[config.mk]
export PLATFORM = sky130hd
export DESIGN_NAME = pc_fetch
export DESIGN_NICKNAME = d
export VERILOG_FILES = /design/src/rtl/mips_cpu_pkg.sv /design/src/rtl/pc_fetch.sv
export SDC_FILE = /design/constraint.sdc
export NUM_CORES = 1
export LEC_CHECK = 0
export CORE_MARGIN = 2
export CORE_UTILIZATION = 35
export DETAILED_ROUTE_END_ITERATION = 8
export MAX_ROUTING_LAYER = met4
export PLACE_DENSITY_LB_ADDON = 0.3
export RECOVER_POWER = 100
export SYNTH_ARGS = -nofsm -noshare
export SYNTH_HDL_FRONTEND = slang
export SYNTH_SLANG_ARGS = --single-unit
[constraint.sdc]
create_clock -name clk -period 2.3 [get_ports clk]
set_input_delay 0.23 -clock clk [delete_from_list [all_inputs] [get_ports clk]]
set_output_delay 0.23 -clock clk [all_outputs]
set_load 0.005 [all_outputs]
[src/rtl/mips_cpu_pkg.sv]
// Shared types and default constants for the MIPS core front end.
package mips_cpu_pkg;

    // Fetch sequencer states.
    typedef enum logic [1:0] {
        IDLE   = 2'd0,
        FETCH  = 2'd1,
        EXEC   = 2'd2,
        HALTED = 2'd3
    } fetch_state_t;

    // Default PC after reset (kseg1 boot ROM).
    localparam logic [31:0] RESET_VECTOR_DEF = 32'hBFC00000;

    // A control transfer to this address stops the core.
    localparam logic [31:0] HALT_ADDR_DEF    = 32'h00000000;

    // Sequential successor of a PC; 32-bit wrap is intentional.
    function automatic logic [31:0] seq_pc(input logic [31:0] cur);
        return cur + 32'd4;
    endfunction

endpackage

[src/rtl/pc_fetch.sv]
// PC register and instruction-fetch sequencer.
// Holds the architectural PC, fetches the word at PC over a read/waitrequest
// bus, presents it to the decoder, applies the next PC on pc_update with a
// one-instruction branch delay slot, and halts when control reaches HALT_ADDR.
module pc_fetch
    import mips_cpu_pkg::*;
#(
    parameter logic [31:0] RESET_VECTOR = RESET_VECTOR_DEF,
    parameter logic [31:0] HALT_ADDR    = HALT_ADDR_DEF
) (
    input  logic        clk,
    input  logic        reset,
    input  logic [31:0] pcnext,
    input  logic        redirect,
    input  logic        pc_update,
    output logic [31:0] pc,
    output logic [31:0] i_address,
    output logic        i_read,
    input  logic        i_waitrequest,
    input  logic [31:0] i_readdata,
    output logic [31:0] instr,
    output logic        instr_valid,
    output logic        active
);

    fetch_state_t r_state;
    fetch_state_t w_next_state;

    logic [31:0] r_pc;
    logic [31:0] r_pending_target;
    logic        r_pending_valid;
    logic [31:0] r_instr;
    logic        r_instr_valid;

    // Per-cycle decisions derived from state and inputs.
    logic        w_retire;          // pc_update accepted (only in EXEC)
    logic        w_capture;         // bus returned the fetched word
    logic [31:0] w_new_pc;
    logic        w_pending_valid_nxt;
    logic [31:0] w_pending_target_nxt;

    // Next-state, retire and delay-slot resolution.
    always_comb begin
        w_next_state         = r_state;
        w_retire             = 1'b0;
        w_capture            = 1'b0;
        w_new_pc             = r_pc;
        w_pending_valid_nxt  = r_pending_valid;
        w_pending_target_nxt = r_pending_target;

        case (r_state)
            IDLE: begin
                w_next_state = FETCH;
            end
            FETCH: begin
                if (!i_waitrequest) begin
                    w_capture    = 1'b1;
                    w_next_state = EXEC;
                end
            end
            EXEC: begin
                if (pc_update) begin
                    w_retire = 1'b1;
                    if (r_pending_valid) begin
                        // Delay slot just retired: take the stored target.
                        // A redirect arriving now is dropped on purpose.
                        w_new_pc            = r_pending_target;
                        w_pending_valid_nxt = 1'b0;
                    end else if (redirect) begin
                        // Taken branch: run the delay slot first.
                        w_new_pc             = seq_pc(r_pc);
                        w_pending_target_nxt = pcnext;
                        w_pending_valid_nxt  = 1'b1;
                    end else begin
                        w_new_pc = pcnext;
                    end
                    w_next_state = (w_new_pc == HALT_ADDR) ? HALTED : FETCH;
                end
            end
            HALTED: begin
                w_next_state = HALTED;
            end
            default: begin
                w_next_state = IDLE;
            end
        endcase
    end

    // State register.
    always_ff @(posedge clk) begin
        if (reset) begin
            r_state <= IDLE;
        end else begin
            r_state <= w_next_state;
        end
    end

    // PC and delay-slot pending target; change only when an instruction retires.
    always_ff @(posedge clk) begin
        if (reset) begin
            r_pc             <= RESET_VECTOR;
            r_pending_valid  <= 1'b0;
            r_pending_target <= 32'd0;
        end else if (w_retire) begin
            r_pc             <= w_new_pc;
            r_pending_valid  <= w_pending_valid_nxt;
            r_pending_target <= w_pending_target_nxt;
        end
    end

    // Instruction latch: captured when the bus completes, invalidated on retire.
    always_ff @(posedge clk) begin
        if (reset) begin
            r_instr       <= 32'd0;
            r_instr_valid <= 1'b0;
        end else if (w_capture) begin
            r_instr       <= i_readdata;
            r_instr_valid <= 1'b1;
        end else if (w_retire) begin
            r_instr_valid <= 1'b0;
        end
    end

    // Bus and status outputs are decoded straight from registered state,
    // so the read request is stable for as long as waitrequest holds it.
    assign i_read      = (r_state == FETCH);
    assign i_address   = r_pc;
    assign pc          = r_pc;
    assign instr       = r_instr;
    assign instr_valid = r_instr_valid;
    assign active      = (r_state != HALTED);

endmodule
Yosys cells after proc, flatten, opt, wreduce, memory -nomap -nowiden:

Index checks and enable logic that the tools add are counted.
W data, S select, Z words.

* register bits after elaboration: 100
* output and inout bits: 99

* add/sub/neg operators: 1
* equal/unequal tests: 6
* muxes and demuxes: 16
* bitwise operators: 1
* reductions and logical operators: 6

Operators by type and width (number)
* $mux W32: 4
* $add A32 B3 Y32 const B: 1
* $logic_not A32 Y1: 1
* $mux W1: 8
* $pmux W2 S4: 1
* $mux W2: 3
* $ne A2 B2 Y1 const B: 3
* $reduce_and A5 Y1: 1
* $eq A2 B2 Y1 const B: 2
* $reduce_and A3 Y1: 1
* $eq A2 B1 Y1 const B: 1
* $logic_not A2 Y1: 1
* $reduce_and A2 Y1: 1
* $reduce_bool A2 Y1: 1
* $not A1 Y1: 1

Depth between registers and ports, before layout:

Gate-level depths: netlist of run 1.

* depth in word-level cells: 9
* gate-level depth with buffers: 9
* depth with buffers taken out: 8

Worst setup path before layout of run 1:

Ideal clock, no wire load.

* kind: register to register
* start: register r_pc[13] (netlist: i_address[13])
* end: register r_state[1]
* setup time: 119 ps
* arrival time: 2400 ps
* required time: 2181 ps
* setup slack: -219 ps
* stages on the path, launching flop included: 9
* period minus slack after synthesis: 2519 ps
* path through: dfxtp_1 -> nand4_2 -> or4_1 -> buf_2 -> or4_2 -> a311oi_1 -> nor2_1 -> nand4_1 -> o31ai_2

* cells in the longest elaborated chain, start to end: 9

RTL lines
* start, declared: RTL line pc_fetch.sv:29 `logic [31:0] r_pc;`
* start signal, assigned: RTL line pc_fetch.sv:105 `r_pc <= w_new_pc;`
* $add A32 B3 Y32: RTL line mips_cpu_pkg.sv:20 `return cur + 32'd4;`
* $mux W32: RTL line pc_fetch.sv:69 `end else if (redirect) begin`
* $mux W32: RTL line pc_fetch.sv:64 `if (r_pending_valid) begin`
* $mux W32: RTL line pc_fetch.sv:62 `if (pc_update) begin`
* $mux W32: RTL line pc_fetch.sv:51 `case (r_state)`
* $logic_not A32 Y1: RTL line pc_fetch.sv:77 `w_next_state = (w_new_pc == HALT_ADDR) ? HALTED : FETCH;`
* $mux W2: RTL line pc_fetch.sv:77
* $mux W2: RTL line pc_fetch.sv:62
* $pmux W2 S4: RTL line pc_fetch.sv:51
* end signal, assigned: RTL line pc_fetch.sv:94 `r_state <= w_next_state;`
* end, declared: RTL line pc_fetch.sv:26 `fetch_state_t r_state;`

Every way passes these cells. The select of a mux whose other input is x is not followed.
A chain may end at the register's enable or synchronous reset.

Final worst setup path of run 1:

* start: register r_pc[3] (netlist: i_address[3])
* end: register r_state[1]

Same word-level chain as after synthesis.

==> results of run 1 <==
==> logic make-up (layout without fill, tap and decap cells) <==
group,Yosys count,count (layout),synth area share (%)
XOR/XNOR,7,7,1.185
adder cells (fa/ha/maj),1,1,0.2419
buffers and inverters,91,269,10.45
multiplexers,5,5,0.9918
flip-flops,100,100,38.70
AND/OR/NAND/NOR,301,301,26.58
AO/OA/AOI/OAI,184,184,21.84
==> metal layers <==
layer / wire length, um / vias to the layer above
li1: - / 2746
met3: 1292 / 20
met4: 246 / 0
met1: 7789 / 2597
met5: 0 / -
met2: 7936 / 240
==> critical path, cell delays in order (launching register included) <==
cell and delay [ps]:
dfxtp_2 330, ha_2 190, and4_2 260, nand3_2 170
buf_12 190, or4_4 530, a311oi_4 290, nor2_1 100
nand4_1 150, o31ai_2 90
==> cell type report <==
cell class	instances	area (um^2)
Tap cell	184	230.2
Multi-Input combinational cell	498	2865
Clock inverter	7	77.57
Sequential cell	100	2027
Clock buffer	9	225.2
Timing Repair Buffer	246	2268
Inverter	7	26.28
Fill cell	1379	6759
==> registers in the layout, summed over array words and instances (netlist names) <==
register,count
r_pending_target,32
i_address,32
r_pending_valid,1
r_state,2
instr_valid,1
instr,32
==> through the flow <==
stage / hold slack, ps / total power, mW
floorplan: 366.0 / 2.147
global placement: 440.7 / 2.495
detailed placement: 446.5 / 2.498
CTS: 394.4 / 4.065
global route: 399.3 / 4.205
finish: 405.6 / 4.036
==> worst paths after layout <==
kind | startpoint | end | cells after the start
max | i_address[3] | r_state[1] | 9
min | i_readdata[20] | instr[20] | 3
max reg2reg | i_address[3] | r_state[1] | 9
min reg2reg | instr[16] | instr[16] | 2
==> cell usage in the layout, fill, tap and decap left out, drive strengths merged, types with 12 or more instances in the layout <==
master         count
nand2            161
clkdlybuf4s50    103
dfxtp            100
a21oi             90
buf               74
dlygate4sd3       62
nor2              53
a211oi            27
o21ai             25
clkbuf            16
a311oi            14
nand4             12
nor4              12
==> where the power goes <==
part	leakage [nW]	total [mW]	switching, mW	internal [mW]
Combinational	1.92	0.650	0.310	0.341
Sequential	0.818	1.82	0.0342	1.78
Clock	0.146	1.57	0.793	0.777
Total	2.88	4.04	1.14	2.90
==> repair_timing <==
item,4_1_cts,5_1_grt
cloned,1,0
setup buffers,0,2
resized for setup,13,25
hold endpoints to repair,0,0
pin swaps,10,14
setup endpoints to repair,4,12
hold buffers,0,0
==> impl_metrics.ini, run 1 <==
[route]
wl_per_cell_um = 16.43
drc_errors = 0
num_vias = 5603
drt-initial-drc-count = 392
ant_nets = 0
wirelength_um = 17260
vias_per_cell = 5.331
firstDrtPassIters = 7

[cells_and_area]
area_growth_pct = 49.25
fin_cells = 1051
nets = 932
drive_gt1_share_pct = 17.65
final_core_util_pct = 53.32
final_cell_area_um2 = 7720
n_antenna_cell = 0

[worst_setup_path]
cp_max_fo = 6
cp.arrival_ps = 2660
critPathRequiredTime_ps = 2550
end_kind = flip-flop
critPathLaunchType = flip-flop
critical_path_class = reg -> reg
rrSetupSlack_ps = -110

[global_routing]
antenna_found_initial = 0
track_usage_pct = 22.06
grt_max_degree = 49
grt_overflow = 0
grt_pass1_vias = 5327
use_met3_pct = 4.108
top_usage_layer = met2
met1_usage_pct = 29.96
grt_use_met2_pct = 33.07
grt_pass1_wl_um = 27300

[place]
gp_congestion = 0.9258
dp_cells = 1032
dp_hpwl_um = 12030
place_area_um2 = 7228
dp_slack_ps = -157.4
port_buffers = 167

[logic_synthesis]
synth_edf_count = 0
yosysWarnings = 0
synthCells = 689
syn_area_um2 = 5172
ys_seq_area_share_pct = 38.70
yosysTopAreaCellShare_pct = 38.70
synth_most_common_cell = nand2_1
synth_ff_type = dfxtp_1
yosysTopAreaCell = dfxtp_1
synth_commonest_cells = nand2_1 (161), dfxtp_1 (100), a21oi_1 (90), nor2_1 (53), clkbuf_1 (41)
ys_ff_latch = 100
syn_avg_cell_area_um2 = 7.507
yosys-top-cells-area = dfxtp_1 (39%), nand2_1 (12%), a21oi_1 (8.7%)
synth_nets = 759
synthArstFlopShare_pct = 0
synth_cell_types = 52

[floorplanning]
fp-row-count = 44
coreArea_um2 = 14480
dieHeight_um = 125.6
die_area_um2 = 15770
ios = 168
die_x_um = 125.6
start_util_pct = 35.72

[timing]
min_period_over_period_pct = 104.9
setup_violations = 4
rsz0062_at_grt = yes
worst_slack_ps = -113.2
max_freq_mhz = 414.4
tns_ps = -267.1
tightest_slew_ps = 713.1
slew_violations = 0
min_period_ps = 2413
finalClockSkew_ps = 13.35
relSlewSlack_pct = 52.46
hold_viol_final = 0

[clocking]
clk_path_buf_depth = 2
cts.sinks = 100
root_buffer = clkbuf_16
cts_tree = built
clock_latency_ps = 360
h-tree-depth = 3
cts_buffers = 9
path_clk_slew_ps = 80

[power]
powerDensity_nw_per_um2 = 522.8
p_leak_nw = 2.884
peakVddDrop_mv = 0.3872

[worst_hold_path]
min_path_type = in -> reg

[outcome]
violations = setup timing
outcome = finished with violations

[job]
cap_violations = 0
Power figures use the tool's default switching activity.
==> run 2, diff against run 1 <==
Settings changed: SKIP_CTS_REPAIR_TIMING from default to 1.
==> impl_metrics.ini, run 2 (synthesized netlist as in run 1, its figures left out) <==
[outcome]
outcome = finished with violations
violations = setup timing

[clocking]
clk_path_buf_depth = 2
path_clk_slew_ps = 80
root_buffer = clkbuf_16
clock_latency_ps = 360
cts_tree = built
h-tree-depth = 3
cts.sinks = 100
cts_buffers = 9

[timing]
hold_viol_final = 0
slew_violations = 0
min_period_ps = 2427
hold_slack_ps = 403.4
max_freq_mhz = 412.0
worst_slack_ps = -126.9
rsz0062_at_grt = yes
finalClockSkew_ps = 8.283
setup_violations = 4
min_period_over_period_pct = 105.5
tightest_slew_ps = 710.8
relSlewSlack_pct = 52.61

[worst_setup_path]
cpMaxStageDelayCell = or4_1
reg2reg_from = i_address[15]
critPathLaunchType = flip-flop
cp.arrival_ps = 2680
path_buf_inv = 1
rrSetupSlack_ps = -130
cp_max_fo = 15
critPathRequiredTime_ps = 2550
end_kind = flip-flop
reg2regPathDepth = 8
max_stage_delay_ps = 550
critical_path.top_delay_family = simple AND/OR/NAND/NOR gates
critical_path_class = reg -> reg
reg2reg_to = r_state[1]
worstPathCellList = nand4_4 -> or4_4 -> buf_6 -> or4_1 -> a311oi_2 -> a2111oi_2 -> nand4_1 -> o31ai_2

[cells_and_area]
nets = 929
mostFrequentLayoutCells = nand2_1 (161), a21oi_1 (90), dfxtp_1 (88), clkdlybuf4s50_1 (86), dlygate4sd3_1 (79)
final_core_util_pct = 52.37
fin_cells = 1048
drive_gt1_share_pct = 15.51
area_growth_pct = 46.59
n_antenna_cell = 0
nFillCells = 1415
multiInputGateArea_um2 = 2791
final_common_cell = nand2_1
final_cell_area_um2 = 7582
register_area_um2 = 2027

[route]
ant_nets = 0
drt-initial-drc-count = 511
wl_per_cell_um = 16.32
num_vias = 5588
firstDrtPassIters = 5
drc_errors = 0
vias_per_cell = 5.332
wirelength_um = 17110

[floorplanning]
dieHeight_um = 125.6
fp-row-count = 44
die_x_um = 125.6
start_util_pct = 35.72
ios = 168
coreArea_um2 = 14480
die_area_um2 = 15770

[global_routing]
grt_pass1_wl_um = 27200
grt_max_degree = 49
track_usage_pct = 21.96
antenna_found_initial = 0
grt_overflow = 0
grt_pass1_vias = 5283

[place]
place_area_um2 = 7228
dp_slack_ps = -157.4
dp_cells = 1032
port_buffers = 167
gp_congestion = 0.9258
dp_hpwl_um = 12030

[worst_hold_path]
holdPathEnd = instr[20]
min_from = i_readdata[20]
min_path_cells = 3
min_path_type = in -> reg

[job]
cap_violations = 0

[power]
peakVddDrop_mv = 0.3868
p_leak_nw = 2.824
powerDensity_nw_per_um2 = 528.6
## run 2: cell count changes in the layout (fill, tap and decap cells not counted), sizes merged
cell,delta
buf,-12
clkbuf,+9
clkdlybuf4s50,-17
dlygate4sd3,+17
## run 2: worst min-delay path, cell delays in order
cell and delay, ps:
clkdlybuf4s50_1 390, nand2_1 50, a21oi_1 50
## run 2: metrics by stage
step | power [mW] | setup TNS (ps)
after floorplan | 2.147 | 0
after global placement | 2.495 | -168.9
after detailed placement | 2.498 | -157.4
after CTS | 4.057 | -299.6
after global routing | 4.184 | -998.7
final | 4.008 | -166.5
## run 2: cell type report
cell class	count	share of cell area, %
Clock buffer	9	2.970
Inverter	7	0.3465
Timing Repair Buffer	243	29.08
Clock inverter	7	1.023
Multi-Input combinational cell	498	36.82
Tap cell	184	3.036
Sequential cell	100	26.73
## run 2: worst max-delay path by stage
stage,slack [ps],endpoint,cells past startpoint,from
after CTS,-200,r_state[1],8,i_address[15]
after floorplan,5,r_state[1],9,i_address[12]
after detailed placement,-160,r_state[1],9,pcnext[1]
final,-130,r_state[1],8,i_address[15]
after global placement,-170,r_state[1],9,pcnext[1]
after global routing,-210,r_state[1],8,i_address[20]
## run 2: routing by layer
layer	global-route usage (%)	vias to the layer above	share of wire [%]
met4	6.471	0	1.4
li1	-	2736	-
met3	4.193	22	7.1
met5	-	-	0
met2	33.42	218	46
met1	29.67	2612	45
## run 2: power by group
group,leakage [nW],total [mW],switching (mW),internal (mW)
registers,0.818,1.82,0.0338,1.78
clock network,0.146,1.56,0.785,0.777
logic,1.86,0.630,0.304,0.327
